<file path="src/rtl/player_motion.sv">
// Walking, ballistic jump and one-per-jump timed smash for the right-court volleyball player.
// All motion advances only on i_frame_tick; every output comes straight from a register.
module player_motion #(
    parameter logic [9:0] X_MIN        = 10'd170,
    parameter logic [9:0] X_MAX        = 10'd300,
    parameter logic [9:0] START_X      = 10'd210,
    parameter logic [9:0] GROUND_Y     = 10'd220,
    parameter int         WALK_SPEED   = 4,
    parameter int         JUMP_V0      = 12,
    parameter int         GRAVITY      = 1,
    parameter int         SMASH_FRAMES = 8
) (
    input  logic       i_clk,
    input  logic       i_rst,
    input  logic       i_frame_tick,
    input  logic       i_move_left,
    input  logic       i_move_right,
    input  logic       i_jump,
    input  logic       i_smash,
    output logic [9:0] o_pos_x,
    output logic [9:0] o_pos_y,
    output logic       o_airborne,
    output logic       o_smashing,
    output logic       o_landed
);

    // state        | meaning
    // ST_GROUND    | standing on GROUND_Y, jump accepted, smash ignored
    // ST_AIR       | ballistic flight, smash accepted once per jump
    // ST_AIR_SMASH | flight with smash active, r_smash_cnt counts down to 0

    typedef enum logic [1:0] {
        ST_GROUND    = 2'd0,
        ST_AIR       = 2'd1,
        ST_AIR_SMASH = 2'd2
    } state_t;

    localparam int CNT_W = $clog2(SMASH_FRAMES + 1);

    localparam logic signed [10:0]     L_WALK     = 11'(WALK_SPEED);
    localparam logic signed [10:0]     L_X_MIN    = $signed({1'b0, X_MIN});
    localparam logic signed [10:0]     L_X_MAX    = $signed({1'b0, X_MAX});
    localparam logic signed [10:0]     L_GROUND_Y = $signed({1'b0, GROUND_Y});
    localparam logic signed [7:0]      L_V0       = 8'(JUMP_V0);
    localparam logic signed [7:0]      L_GRAVITY  = 8'(GRAVITY);
    localparam logic [CNT_W-1:0]       L_CNT_INIT = CNT_W'(SMASH_FRAMES - 1);

    state_t                 r_state;
    state_t                 w_state_next;
    logic [9:0]             r_pos_x;
    logic signed [10:0]     r_y;
    logic signed [7:0]      r_vy;
    logic                   r_smash_used;
    logic [CNT_W-1:0]       r_smash_cnt;
    logic                   r_airborne;
    logic                   r_smashing;
    logic                   r_landed;

    logic signed [10:0]     w_x_cur;
    logic signed [10:0]     w_x_left;
    logic signed [10:0]     w_x_right;
    logic signed [10:0]     w_y_calc;
    logic                   w_land;
    logic                   w_smash_start;

    logic [9:0]             w_x_next;
    logic signed [10:0]     w_y_next;
    logic signed [7:0]      w_vy_next;
    logic                   w_used_next;
    logic [CNT_W-1:0]       w_cnt_next;
    logic                   w_landed_next;

    // 11-bit signed arithmetic keeps a step past either clamp from wrapping
    assign w_x_cur   = $signed({1'b0, r_pos_x});
    assign w_x_left  = w_x_cur - L_WALK;
    assign w_x_right = w_x_cur + L_WALK;
    assign w_y_calc  = r_y - {{3{r_vy[7]}}, r_vy};
    assign w_land    = (w_y_calc >= L_GROUND_Y);

    assign w_smash_start = (r_state == ST_AIR) && !w_land && i_smash && !r_smash_used;

    always_ff @(posedge i_clk) begin
        if (i_rst) begin
            r_state      <= ST_GROUND;
            r_pos_x      <= START_X;
            r_y          <= L_GROUND_Y;
            r_vy         <= '0;
            r_smash_used <= 1'b0;
            r_smash_cnt  <= '0;
            r_airborne   <= 1'b0;
            r_smashing   <= 1'b0;
            r_landed     <= 1'b0;
        end else begin
            r_state      <= w_state_next;
            r_pos_x      <= w_x_next;
            r_y          <= w_y_next;
            r_vy         <= w_vy_next;
            r_smash_used <= w_used_next;
            r_smash_cnt  <= w_cnt_next;
            r_airborne   <= (w_state_next != ST_GROUND);
            r_smashing   <= (w_state_next == ST_AIR_SMASH);
            r_landed     <= w_landed_next;
        end
    end

    always_comb begin
        w_state_next = r_state;
        if (i_frame_tick) begin
            case (r_state)
                ST_GROUND: begin
                    if (i_jump) w_state_next = ST_AIR;
                end
                ST_AIR: begin
                    if (w_land)             w_state_next = ST_GROUND;
                    else if (w_smash_start) w_state_next = ST_AIR_SMASH;
                end
                ST_AIR_SMASH: begin
                    if (w_land)                 w_state_next = ST_GROUND;
                    else if (r_smash_cnt == '0) w_state_next = ST_AIR;
                end
                default: w_state_next = ST_GROUND;
            endcase
        end
    end

    always_comb begin
        w_x_next      = r_pos_x;
        w_y_next      = r_y;
        w_vy_next     = r_vy;
        w_used_next   = r_smash_used;
        w_cnt_next    = r_smash_cnt;
        w_landed_next = 1'b0;

        if (i_frame_tick) begin
            if (i_move_left && !i_move_right) begin
                w_x_next = (w_x_left < L_X_MIN) ? X_MIN : w_x_left[9:0];
            end else if (i_move_right && !i_move_left) begin
                w_x_next = (w_x_right > L_X_MAX) ? X_MAX : w_x_right[9:0];
            end

            case (r_state)
                ST_GROUND: begin
                    if (i_jump) begin
                        w_vy_next   = L_V0;
                        w_used_next = 1'b0;
                    end
                end
                ST_AIR, ST_AIR_SMASH: begin
                    if (w_land) begin
                        w_y_next      = L_GROUND_Y;
                        w_vy_next     = '0;
                        w_cnt_next    = '0;
                        w_landed_next = 1'b1;
                    end else begin
                        w_y_next  = (w_y_calc < 11'sd0) ? 11'sd0 : w_y_calc;
                        w_vy_next = r_vy - L_GRAVITY;
                        if (w_smash_start) begin
                            w_cnt_next  = L_CNT_INIT;
                            w_used_next = 1'b1;
                        end else if (r_state == ST_AIR_SMASH && r_smash_cnt != '0) begin
                            w_cnt_next = r_smash_cnt - 1'b1;
                        end
                    end
                end
                default: begin
                    w_vy_next = '0;
                end
            endcase
        end
    end

    assign o_pos_x    = r_pos_x;
    assign o_pos_y    = r_y[9:0];
    assign o_airborne = r_airborne;
    assign o_smashing = r_smashing;
    assign o_landed   = r_landed;

endmodule
</file>
<file path="config.mk">
export PLATFORM = sky130hd
export DESIGN_NAME = player_motion
export DESIGN_NICKNAME = d
export VERILOG_FILES = /design/src/rtl/player_motion.sv
export SDC_FILE = /design/constraint.sdc
export NUM_CORES = 1
export LEC_CHECK = 0
export ABC_AREA = 1
export BUFFER_PORTS_ARGS = -buffer_cell sky130_fd_sc_hd__clkbuf_2
export CAP_MARGIN = 15
export CORE_ASPECT_RATIO = 1.2
export CORE_MARGIN = 4
export CORE_UTILIZATION = 30
export DETAILED_ROUTE_END_ITERATION = 8
export PLACE_DENSITY = 0.49
export SYNTH_ARGS = -nofsm -noshare
export SYNTH_HDL_FRONTEND = slang
export SYNTH_SLANG_ARGS = --single-unit
</file>
<file path="constraint.sdc">
create_clock -name i_clk -period 7.4 [get_ports i_clk]
set_clock_uncertainty 0.05 [all_clocks]
set_input_delay 0.37 -clock i_clk [delete_from_list [all_inputs] [get_ports i_clk]]
set_output_delay 0.37 -clock i_clk [all_outputs]
set_load 0.02 [all_outputs]
</file>
### Yosys cells after proc, flatten, opt, wreduce, memory -nomap -nowiden

Index checks and enable logic that the tools add are counted.

* bits of input ports: 7
* memory bits (writable): 0
* word-level logic and storage cells: 74
* memories kept: 0
* latch bits: 0
* bits in read-only memories: 0
* output and inout bits: 23
* flip-flop bits (word level): 39

* bitwise operators: 2
* $lt $le $gt $ge: 4
* equal/unequal tests: 6
* reductions and logical operators: 24
* $add $sub $neg: 5
* shifts and indexed selects: 0
* mux-type cells: 24
* multipliers: 0
* div/mod/pow operators: 0

Operators by type and width (number)
* 2-to-1 mux 10 bit: 4
* 2-to-1 mux 11 bit: 2
* 2-to-1 mux 8 bit: 2
* case mux 8 bit (2 select lines): 1
* 2-to-1 mux 2 bit: 6
* 2-to-1 mux 4 bit: 3
* adder 10 x 3 -> 11 bit, second input constant: 1
* >= comparator 11 x 9 -> 1 bit, second input constant: 1
* greater-than comparator 11 x 10 -> 1 bit, second input constant: 1
* less-than comparator 11 x 1 -> 1 bit, second input constant: 1
* less-than comparator 11 x 9 -> 1 bit, second input constant: 1
* subtractor 10 x 3 -> 11 bit, second input constant: 1
* subtractor 11 bit: 1
* subtractor 8 x 2 -> 8 bit, second input constant: 1
* logical AND 1 bit: 6
* != test 2 bit, second input constant: 3
* case mux 2 bit (3 select lines): 1
* AND reduction 2 bit: 3
* nonzero test 2 bit: 3
* AND reduction 5 bit: 1
* equality test 2 bit, second input constant: 2
* zero test 1 bit: 4
* zero test 4 bit: 1
* 2-to-1 mux 1 bit: 4
* other kinds (10): 11

### Logic depth before layout (Yosys ltp)

Gate-level depths: netlist of run 1.

* word-level depth: 11
* gate-level depth with buffers: 22
* gate-level depth less buffers: 21

### Worst setup path before layout of run 1

Ideal clock, no wire load.

* path type: register to register
* start: register r_y[0]
* end: register r_airborne, in the netlist o_airborne
* cell stages (with the launch flop): 22
* data required time: 7237 ps
* setup time: 113 ps
* arrival time: 2331 ps
* clock period less this slack: 2494 ps
* buffers on the path: 1
* setup slack: 4906 ps
* path through: dfxtp_1 > inv_1 > ha_1 > inv_1 > fa_1 > nand2_1 > nand3_1 > nand3_1 > nand2_1 > nand2_1 > nand2_1 > a21oi_2 > nand3_2 > nand2_4 > nand2_4 > buf_6 > nand2_1 > nand3_1 > nand2_1 > nand2_2 > nand2_2 > nand2_1

* word-level cells in the longest chain between the ends: 11
* elaborated cells on any way between the ends: 12
* classes of those cells: 1 x add/sub; 1 x order compare; 5 x mux; 5 x reduce/logical

RTL lines
* start: declaration: line 51 `logic signed [10:0] r_y;`
* start signal: assignment: line 96 `r_y <= w_y_next;`
* subtractor 11 bit *: line 77 `assign w_y_calc = r_y - {{3{r_vy[7]}}, r_vy};`
* >= comparator 11 x 9 -> 1 bit *: line 78 `assign w_land = (w_y_calc >= L_GROUND_Y);`
* zero test 1 bit: line 80 `assign w_smash_start = (r_state == ST_AIR) && !w_land && i_smash && !r_smash_used;`
* logical AND 1 bit (3 in series): line 80
* 2-to-1 mux 2 bit: line 115 `else if (w_smash_start) w_state_next = ST_AIR_SMASH;`
* 2-to-1 mux 2 bit: line 114 `if (w_land) w_state_next = ST_GROUND;`
* case mux 2 bit (3 select lines) *: line 109 `case (r_state)`
* 2-to-1 mux 2 bit *: line 108 `if (i_frame_tick) begin`
* nonzero test 2 bit *: line 100 `r_airborne <= (w_state_next != ST_GROUND);`
* end signal: assignment: line 100
* end: declaration: line 55 `logic r_airborne;`

Every way passes the cells marked *; elsewhere a longest branch is shown, timed or not.
A chain may end at the register's enable or synchronous reset.

### Worst setup path in the final report of run 1

* start: register r_vy[0]
* end: register r_smash_cnt[1]

* word-level cells in the longest chain between the ends: 8
* elaborated cells on any way between the ends: 10
* classes of those cells: 1 x add/sub; 1 x order compare; 2 x mux; 6 x reduce/logical

RTL lines
* start: declaration: line 52 `logic signed [7:0] r_vy;`
* start signal: assignment: line 97 `r_vy <= w_vy_next;`
* subtractor 11 bit *: line 77
* >= comparator 11 x 9 -> 1 bit *: line 78
* zero test 1 bit: line 80
* logical AND 1 bit (3 in series): line 80
* nonzero test 3 bit (no line) or 2-to-1 mux 4 bit (tied branches)
* AND reduction 3 bit (no line) or 2-to-1 mux 4 bit (tied branches)
* end signal: assignment: line 99 `r_smash_cnt <= w_cnt_next;`
* end: declaration: line 54 `logic [CNT_W-1:0] r_smash_cnt;`

Marked as above.

==> report_table.html, run 1 <==
<table>
<tr><th>Metric</th><th>Value</th></tr>
<tr><th colspan="2">Drt</th></tr>
<tr><td>DRT Wirelength</td><td>approximately 6900 um</td></tr>
<tr><td>Routed metal-1 wire length</td><td>roughly 3200 um</td></tr>
<tr><td>Post-detailed-route via-to-cell ratio</td><td>4.63</td></tr>
<tr><td>Post-route ant nets</td><td>0</td></tr>
<tr><td>Number of optimization iterations in the first detailed-route pass</td><td>4</td></tr>
<tr><td>DRC viols</td><td>0</td></tr>
<tr><td>Initial DRC count</td><td>93</td></tr>
<tr><td>Met3 wire len</td><td>roughly 200 um</td></tr>
<tr><td>Total vias in the final route</td><td>roughly 2600</td></tr>
<tr><td>Met2 layer wire length in the routed design</td><td>roughly 3400 um</td></tr>
<tr><td>Top Layer Used</td><td>met4</td></tr>
<tr><td>Average wire per standard cell</td><td>about 12 um</td></tr>
<tr><th colspan="2">STA</th></tr>
<tr><td>Pin slew with the least headroom to its limit</td><td>0.807 ns</td></tr>
<tr><td>Final worst path period share</td><td>0.363</td></tr>
<tr><td>Endpoints failing hold</td><td>0</td></tr>
<tr><td>Slew headroom</td><td>0.460</td></tr>
<tr><td>Achievable clock frequency</td><td>372 MHz</td></tr>
<tr><td>Final critical-path required period</td><td>about 2.7 ns</td></tr>
<tr><td>Number of setup violations in the final report</td><td>0</td></tr>
<tr><td>Max-slew violation count</td><td>0</td></tr>
<tr><td>Setup repair after global routing missed its margin</td><td>false</td></tr>
<tr><td>Least setup slack across all paths after layout</td><td>approximately 4.7 ns</td></tr>
<tr><td>Setup TNS</td><td>0 ns</td></tr>
<tr><th colspan="2">Die</th></tr>
<tr><td>Boundary Pins</td><td>30</td></tr>
<tr><td>Die boundary height</td><td>113 um</td></tr>
<tr><td>Die area</td><td>about 11000 um^2</td></tr>
<tr><td>Placeable core region</td><td>between 9000 and 10000 um^2</td></tr>
<tr><td>Initial Util</td><td>0.308</td></tr>
<tr><td>Row Count</td><td>38</td></tr>
<tr><td>Die X</td><td>roughly 96 um</td></tr>
<tr><th colspan="2">Worst setup path</th></tr>
<tr><td>Critical Path End Type</td><td>flip-flop</td></tr>
<tr><td>Reg2reg start</td><td>r_vy[0]</td></tr>
<tr><td>Worst-path fanout max</td><td>12</td></tr>
<tr><td>Launching element type of the critical path</td><td>flip-flop</td></tr>
<tr><td>Endpoint of the worst register-to-register path</td><td>r_smash_cnt[1]</td></tr>
<tr><td>Number of cells traversed by the worst register-to-register path</td><td>19</td></tr>
<tr><td>CP required</td><td>about 7.5 ns</td></tr>
<tr><td>Arrival time at the worst endpoint</td><td>approximately 2.8 ns</td></tr>
<tr><td>Worst Setup Path Type</td><td>reg -&gt; reg</td></tr>
<tr><td>Flop2flop setup slack</td><td>about 4.7 ns</td></tr>
<tr><th colspan="2">Placed design</th></tr>
<tr><td>Area after DPL</td><td>3020 um^2</td></tr>
<tr><td>Routability congestion estimate from global placement</td><td>about 0.91</td></tr>
<tr><td>Worst Setup Slack post-DPL</td><td>around 4.7 ns</td></tr>
<tr><td>Sum of net half-perimeters after detailed placement</td><td>approximately 5500 um</td></tr>
<tr><td>Port Buffers</td><td>28</td></tr>
<tr><th colspan="2">Synthesis</th></tr>
<tr><td>Number of flops mapped to enable cells by yosys</td><td>0</td></tr>
<tr><td>Portion of the post-synthesis area used by sequential elements</td><td>0.266</td></tr>
<tr><td>Total nets after synthesis</td><td>around 450</td></tr>
<tr><td>Average footprint of a synthesized cell</td><td>6.54 um^2</td></tr>
<tr><td>FFs w/ async S/R, synth</td><td>0</td></tr>
<tr><td>Number of library cell types mapped by synthesis</td><td>36</td></tr>
<tr><td>Leading register cell type out of synthesis</td><td>sky130_fd_sc_hd__dfxtp_1</td></tr>
<tr><td>Mapped cell area</td><td>between 2000 and 3000 um^2</td></tr>
<tr><td>Synthesized netlist cell count</td><td>425</td></tr>
<tr><td>Post-synthesis register bit count</td><td>37</td></tr>
<tr><td>Yosys Warn Count</td><td>0</td></tr>
<tr><th colspan="2">Clocking</th></tr>
<tr><td>Count of buffers added by post-CTS timing repair for setup</td><td>0</td></tr>
<tr><td>Clock insertion delay at the later pin of the skew report</td><td>between 0.2 and 0.3 ns</td></tr>
<tr><td>Clock-pin slew of the registers on the worst-case setup and hold paths</td><td>approximately 0.080 ns</td></tr>
<tr><td>Count of hold buffers inserted by post-cts repair</td><td>0</td></tr>
<tr><td>Cts repair resizes</td><td>0</td></tr>
<tr><td>Clock tree from TritonCTS</td><td>done</td></tr>
<tr><td>Clock sink total</td><td>37</td></tr>
<tr><td>Buffers from clock root to sink, at most</td><td>2</td></tr>
<tr><td>H-tree lvl count</td><td>2</td></tr>
<tr><td>Root Buffer</td><td>sky130_fd_sc_hd__clkbuf_8</td></tr>
<tr><td>Total clock buffers created by CTS</td><td>5</td></tr>
<tr><th colspan="2">Power and ir drop</th></tr>
<tr><td>Static leakage</td><td>roughly 1.4 nW</td></tr>
<tr><td>Clock share of power</td><td>0.246</td></tr>
<tr><td>Sequential fraction of design power</td><td>0.391</td></tr>
<tr><td>Net switching power</td><td>0.000225 W</td></tr>
<tr><td>Internal power contribution</td><td>about 0.00034 W</td></tr>
<tr><td>Combinational power share</td><td>0.363</td></tr>
<tr><td>Switching share of total power</td><td>0.395</td></tr>
<tr><td>Power per cell area</td><td>about 180 nW/um^2</td></tr>
<tr><td>Worst voltage drop across the vdd grid</td><td>91.3 uV</td></tr>
<tr><th colspan="2">Finish</th></tr>
<tr><td>Area of all placed cells without fillers</td><td>slightly above 3000 um^2</td></tr>
<tr><td>Antenna cell count</td><td>0</td></tr>
<tr><td>Area Growth Syn to Fin</td><td>11.7%</td></tr>
<tr><td>Fraction of layout instances using a drive strength above 1</td><td>0.135</td></tr>
<tr><td>Net count of the finished layout</td><td>between 400 and 500</td></tr>
<tr><td>Utilization after layout</td><td>0.344</td></tr>
<tr><th colspan="2">Global route</th></tr>
<tr><td>Maximum number of pins on one net before global-route repair</td><td>24</td></tr>
<tr><td>First-pass GRT wire length</td><td>12000 um</td></tr>
<tr><td>Final global-route overflow total</td><td>0</td></tr>
<tr><td>Antenna violations before repair</td><td>0</td></tr>
<tr><td>Via count of the first global-routing pass</td><td>approximately 2600</td></tr>
<tr><td>Overall routing resource usage</td><td>0.137</td></tr>
<tr><th colspan="2">Hold path</th></tr>
<tr><td>Hold path depth</td><td>2</td></tr>
<tr><td>End point of the worst hold path</td><td>r_y[8]</td></tr>
<tr><td>Hold WC Path Type</td><td>reg -&gt; reg</td></tr>
<tr><td>Worst min-delay path startpoint</td><td>r_y[8]</td></tr>
<tr><th colspan="2">Run</th></tr>
<tr><td>Number of maximum-capacitance violations</td><td>0</td></tr>
<tr><th colspan="2">Status</th></tr>
<tr><td>Status</td><td>finished, final reports clean</td></tr>
</table>
[worst max path at each step]
| stage | slack [ns] | end | from | cells past startpoint |
|---|---|---|---|---|
| after detailed placement | 4.74 | r_smash_cnt[2] | r_vy[0] | 19 |
| final | 4.71 | r_smash_cnt[1] | r_vy[0] | 19 |
| after global routing | 4.46 | r_smash_cnt[3] | r_vy[0] | 19 |
| after CTS | 4.70 | r_smash_cnt[1] | r_vy[0] | 19 |
| after floorplan | 4.91 | o_airborne | r_y[0] | 21 |
| after global placement | 4.80 | r_smash_cnt[1] | r_vy[0] | 19 |
[cells by family after synthesis]
family,share of synthesized area
flops,0.266
fa+ha+maj,0.0927
other cells,0.00135
xor+xnor,0.0661
compound gates,0.120
simple gates,0.348
buf+inv,0.105
[registers in the layout (all words and copies together) (netlist names)]
name and count:
o_pos_x 9, r_state 2, o_smashing 1, r_y 10, o_landed 1, r_smash_cnt 4
r_smash_used 1, r_vy 8, o_airborne 1
[stage by stage]
step | hold WS [ns] | power [W] | cells
after global routing | 0.444 | 0.000618 | 572
after floorplan | 0.393 | 0.000397 | 425
final | 0.425 | 0.000570 | 572
after CTS | 0.429 | 0.000581 | 572
after global placement | 0.415 | 0.000436 | 564
after detailed placement | 0.413 | 0.000435 | 564
[layer usage]
metal  GRT usage  vias to the layer above
met5           0                        -
met4      0.0436                        0
met3      0.0224                       13
met2       0.238                       40
met1       0.169                     1184
li1            -                     1411
[cell type report]
| class | instances | area, um^2 |
|---|---|---|
| multi-input cells | 315 | 1750 |
| clock inverters | 3 | 17.5 |
| flip-flops and latches | 37 | 741 |
| fillers | 1029 | 5930 |
| inverters | 64 | 240 |
| well taps | 120 | 150 |
| repair buffers | 28 | 140 |
| clock buffers | 5 | 68.8 |
[worst max-delay path, stage by stage (launching register included)]
cell and delay [ns]:
sky130_fd_sc_hd__dfxtp_1 0.40, sky130_fd_sc_hd__ha_1 0.16, sky130_fd_sc_hd__inv_1 0.08, sky130_fd_sc_hd__fa_1 0.45
sky130_fd_sc_hd__nand2_1 0.10, sky130_fd_sc_hd__nand3_1 0.08, sky130_fd_sc_hd__nand3_1 0.10, sky130_fd_sc_hd__nand2_1 0.07
sky130_fd_sc_hd__nand3_1 0.09, sky130_fd_sc_hd__nand2_1 0.06, sky130_fd_sc_hd__nand2_1 0.06, sky130_fd_sc_hd__nand2_1 0.08
sky130_fd_sc_hd__nor2_4 0.14, sky130_fd_sc_hd__nand2_4 0.08, sky130_fd_sc_hd__nand2_4 0.14, sky130_fd_sc_hd__o211ai_1 0.12
sky130_fd_sc_hd__nand2_2 0.13, sky130_fd_sc_hd__inv_2 0.05, sky130_fd_sc_hd__nor2_1 0.08, sky130_fd_sc_hd__nor2_1 0.05
[synthesized netlist by cell type (all sizes together), types with 4 or more instances]
master    n  area [um^2]
a21oi    23          123
clkbuf    6         22.5
dfxtp    37          741
ha       19          238
inv      63          236
nand2   121          489
nand3    34          190
nand4    10         62.6
nor2     41          174
nor3      6         30.0
o211ai    4         30.0
o21ai    20          100
xor2     18          158
[power groups by stage]
stage               registers (W)  clock network, W  logic (W)
floorplan                0.000232                 0   0.000165
global placement         0.000228                 0   0.000208
detailed placement       0.000228                 0   0.000207
CTS                      0.000223          0.000149   0.000209
global route             0.000225          0.000156   0.000236
finish                   0.000223          0.000140   0.000207
[layout by cell type (no fill, tap or decap)]
cell,Yosys,final
sky130_fd_sc_hd__nand2_1,111,111
sky130_fd_sc_hd__inv_1,59,59
sky130_fd_sc_hd__nor2_1,37,37
sky130_fd_sc_hd__dfxtp_1,37,37
sky130_fd_sc_hd__nand3_1,30,30
sky130_fd_sc_hd__clkbuf_2,0,28
sky130_fd_sc_hd__a21oi_1,21,21
sky130_fd_sc_hd__ha_1,19,19
sky130_fd_sc_hd__xor2_1,18,18
sky130_fd_sc_hd__o21ai_0,15,15
sky130_fd_sc_hd__nand4_1,10,10
sky130_fd_sc_hd__nand2_2,8,8
sky130_fd_sc_hd__nor3_1,6,6
sky130_fd_sc_hd__o21ai_1,5,5
sky130_fd_sc_hd__clkbuf_8,0,5
sky130_fd_sc_hd__inv_2,4,4
sky130_fd_sc_hd__nand3_2,4,4
sky130_fd_sc_hd__o211ai_1,4,4
sky130_fd_sc_hd__nand3b_1,3,3
sky130_fd_sc_hd__xnor2_1,3,3
sky130_fd_sc_hd__a31oi_1,3,3
sky130_fd_sc_hd__nor2_2,2,2
sky130_fd_sc_hd__a21oi_2,2,2
sky130_fd_sc_hd__nor2_4,2,2
sky130_fd_sc_hd__nand2_4,2,2
sky130_fd_sc_hd__o22ai_1,2,2
sky130_fd_sc_hd__clkinv_2,0,2
sky130_fd_sc_hd__clkinv_1,1,1
sky130_fd_sc_hd__a21o_1,1,1
sky130_fd_sc_hd__o21bai_1,1,1
sky130_fd_sc_hd__a211oi_2,1,1
sky130_fd_sc_hd__a21boi_0,1,1
sky130_fd_sc_hd__a22oi_1,1,1
sky130_fd_sc_hd__o31ai_1,1,1
sky130_fd_sc_hd__fa_1,1,1
sky130_fd_sc_hd__conb_1,1,1
sky130_fd_sc_hd__clkinvlp_4,0,1
Note: power is estimated with default switching activity, not from simulation.
==> run 2, diff against run 1 <==
clock period = 2.8 ns   (was 7.4 ns; I/O delays follow)
==> report_table.html, run 2 (same netlist as run 1, synthesis figures left out) <==
<table>
<tr><th>Metric</th><th>Value</th></tr>
<tr><th colspan="2">Placed design</th></tr>
<tr><td>Total placed cells including tap cells</td><td>565</td></tr>
<tr><td>Area after DPL</td><td>about 3000 um^2</td></tr>
<tr><td>Routability congestion estimate from global placement</td><td>about 0.91</td></tr>
<tr><td>Sum of net half-perimeters after detailed placement</td><td>around 5600 um</td></tr>
<tr><td>Port Buffers</td><td>28</td></tr>
<tr><th colspan="2">Power and ir drop</th></tr>
<tr><td>Switching share of total power</td><td>0.397</td></tr>
<tr><td>Sequential fraction of design power</td><td>0.386</td></tr>
<tr><td>Static leakage</td><td>roughly 1.5 nW</td></tr>
<tr><td>Worst voltage drop across the vdd grid</td><td>218 uV</td></tr>
<tr><td>Net switching power</td><td>between 0.0006 and 0.0007 W</td></tr>
<tr><td>Internal power contribution</td><td>just over 0.0009 W</td></tr>
<tr><td>Post-layout total power</td><td>roughly 0.0015 W</td></tr>
<tr><td>Combinational power share</td><td>0.371</td></tr>
<tr><td>Power per cell area</td><td>483 nW/um^2</td></tr>
<tr><td>Clock share of power</td><td>0.243</td></tr>
<tr><th colspan="2">STA</th></tr>
<tr><td>Slew headroom</td><td>0.663</td></tr>
<tr><td>Setup repair after global routing missed its margin</td><td>false</td></tr>
<tr><td>Max-slew violation count</td><td>0</td></tr>
<tr><td>Worst Hold Margin</td><td>0.250 ns</td></tr>
<tr><td>Pin slew with the least headroom to its limit</td><td>about 0.51 ns</td></tr>
<tr><td>Number of setup violations in the final report</td><td>0</td></tr>
<tr><td>Setup TNS</td><td>0 ns</td></tr>
<tr><td>Endpoints failing hold</td><td>0</td></tr>
<tr><td>Final critical-path required period</td><td>roughly 2.6 ns</td></tr>
<tr><td>Achievable clock frequency</td><td>between 300 and 400 MHz</td></tr>
<tr><td>Final worst path period share</td><td>0.911</td></tr>
<tr><th colspan="2">Die</th></tr>
<tr><td>Initial Util</td><td>0.308</td></tr>
<tr><td>Row Count</td><td>38</td></tr>
<tr><td>Boundary Pins</td><td>30</td></tr>
<tr><td>Die boundary height</td><td>113 um</td></tr>
<tr><td>Die area</td><td>roughly 11000 um^2</td></tr>
<tr><td>Placeable core region</td><td>approximately 9000 um^2</td></tr>
<tr><td>Die X</td><td>95.9 um</td></tr>
<tr><th colspan="2">Global route</th></tr>
<tr><td>Overall routing resource usage</td><td>0.139</td></tr>
<tr><td>First-pass GRT wire length</td><td>about 12000 um</td></tr>
<tr><td>Final global-route overflow total</td><td>0</td></tr>
<tr><td>Antenna violations before repair</td><td>0</td></tr>
<tr><td>Maximum number of pins on one net before global-route repair</td><td>24</td></tr>
<tr><td>Via count of the first global-routing pass</td><td>between 2000 and 3000</td></tr>
<tr><th colspan="2">Worst setup path</th></tr>
<tr><td>Cell Chain, Critical Path</td><td>inv_1 &gt; ha_1 &gt; nand2_1 &gt; nand2_2 &gt; nand2_2 &gt; nand3_2 &gt; nand2_1 &gt; nand2_1 &gt; a21oi_2 &gt; nand3_2 &gt; nand2_4 &gt; nand2_8 &gt; o211ai_1 &gt; nand2_2 &gt; inv_2 &gt; nand2_1 &gt; nand2_1 &gt; nor2_1</td></tr>
<tr><td>Worst-path fanout max</td><td>12</td></tr>
<tr><td>Worst Setup Path Type</td><td>reg -&gt; reg</td></tr>
<tr><td>Arrival time at the worst endpoint</td><td>roughly 2.7 ns</td></tr>
<tr><td>CP max-delay cell</td><td>sky130_fd_sc_hd__dfxtp_1</td></tr>
<tr><td>Critical Path End Type</td><td>flip-flop</td></tr>
<tr><td>Slowest Stage Delay on Critical Path</td><td>roughly 0.4 ns</td></tr>
<tr><td>Launching element type of the critical path</td><td>flip-flop</td></tr>
<tr><td>Most frequent cell on the critical path</td><td>sky130_fd_sc_hd__nand2_1</td></tr>
<tr><td>CP required</td><td>just under 3 ns</td></tr>
<tr><th colspan="2">Drt</th></tr>
<tr><td>Average wire per standard cell</td><td>12.4 um</td></tr>
<tr><td>Post-route ant nets</td><td>0</td></tr>
<tr><td>DRT Wirelength</td><td>7100 um</td></tr>
<tr><td>Total vias in the final route</td><td>between 2000 and 3000</td></tr>
<tr><td>Number of optimization iterations in the first detailed-route pass</td><td>4</td></tr>
<tr><td>Initial DRC count</td><td>around 120</td></tr>
<tr><td>DRC viols</td><td>0</td></tr>
<tr><td>Post-detailed-route via-to-cell ratio</td><td>about 4.7</td></tr>
<tr><th colspan="2">Clocking</th></tr>
<tr><td>Total clock buffers created by CTS</td><td>5</td></tr>
<tr><td>Root Buffer</td><td>sky130_fd_sc_hd__clkbuf_8</td></tr>
<tr><td>Clock tree from TritonCTS</td><td>done</td></tr>
<tr><td>Clock sink total</td><td>37</td></tr>
<tr><td>Buffers from clock root to sink, at most</td><td>2</td></tr>
<tr><td>H-tree lvl count</td><td>2</td></tr>
<tr><td>Clock-pin slew of the registers on the worst-case setup and hold paths</td><td>0.08 ns</td></tr>
<tr><td>Cts repair resizes</td><td>0</td></tr>
<tr><td>Count of hold buffers inserted by post-cts repair</td><td>0</td></tr>
<tr><td>Count of buffers added by post-CTS timing repair for setup</td><td>0</td></tr>
<tr><td>Clock insertion delay at the later pin of the skew report</td><td>a little under 0.3 ns</td></tr>
<tr><th colspan="2">Run</th></tr>
<tr><td>Number of maximum-capacitance violations</td><td>0</td></tr>
<tr><th colspan="2">Finish</th></tr>
<tr><td>Fraction of layout instances using a drive strength above 1</td><td>0.152</td></tr>
<tr><td>Net count of the finished layout</td><td>about 480</td></tr>
<tr><td>Area of all placed cells without fillers</td><td>approximately 3200 um^2</td></tr>
<tr><td>Max FFs per register</td><td>10</td></tr>
<tr><td>Antenna cell count</td><td>0</td></tr>
<tr><td>Area Growth Syn to Fin</td><td>13.7%</td></tr>
<tr><td>Post-layout instance count excluding filler cells</td><td>about 570</td></tr>
<tr><td>Most common library cell in the layout ignoring fill and taps</td><td>sky130_fd_sc_hd__nand2_1</td></tr>
<tr><td>Leading cell types in the layout, fill and taps excluded</td><td>111 x sky130_fd_sc_hd__nand2_1, 57 x sky130_fd_sc_hd__inv_1, 37 x sky130_fd_sc_hd__nor2_1, 36 x sky130_fd_sc_hd__dfxtp_1, 30 x sky130_fd_sc_hd__nand3_1</td></tr>
<tr><td>Most flop-heavy register</td><td>r_y</td></tr>
<tr><th colspan="2">Hold path</th></tr>
<tr><td>Hold WC Path Type</td><td>in -&gt; reg</td></tr>
<tr><th colspan="2">Status</th></tr>
<tr><td>Status</td><td>finished, final reports clean</td></tr>
</table>
==> run 2: area by class of cell <==
type                    count  area, um^2
clock buffers               5        68.8
clock inverters             3        17.5
fillers                  1016        5870
inverters                  64         240
multi-input cells         315        1800
flip-flops and latches     37         742
well taps                 120         150
repair buffers             29         148
==> run 2: worst paths after layout <==
path,from,end,slack [ns],cells past startpoint
setup / recovery,r_vy[2],r_smash_cnt[2],0.25,18
hold / removal,i_frame_tick,r_state[0],0.25,6
setup reg to reg,r_vy[2],r_smash_cnt[2],0.25,18
hold reg to reg,r_vy[0],r_vy[0],0.41,1
==> run 2: critical path, delay by kind of cell, from the launching register on <==
family | cells | cell delay, ns
AOI/OAI and AO/OA | 2 | 0.27
adders and majority gates | 1 | 0.38
buffers and inverters | 2 | 0.17
DFF | 1 | 0.39
and+or+nand+nor | 13 | 1.17
==> run 2: metal layers <==
layer  vias up  track usage  part of all wire
li1       1414            -                 -
met1      1224        0.168              0.45
met3        11       0.0231             0.029
met2        49        0.248              0.50
met4         0       0.0417             0.019
met5         -            0                 0
==> run 2: power groups by stage <==
stage / sequential [W] / clock, W / combinational (W)
3_3_place_gp: 0.000602 / 0 / 0.000552
3_5_place_dp: 0.000602 / 0 / 0.000554
6_report: 0.000590 / 0.000371 / 0.000568
4_1_cts: 0.000589 / 0.000389 / 0.000560
5_1_grt: 0.000595 / 0.000409 / 0.000645
2_1_floorplan: 0.000614 / 0 / 0.000436
==> run 2: stage by stage <==
step / util / worst slack, ns
floorplan: - / 0.306
global placement: 0.335 / 0.199
detailed placement: 0.335 / 0.115
CTS: 0.345 / 0.0923
global route: 0.350 / 0.00279
finish: 0.350 / 0.248
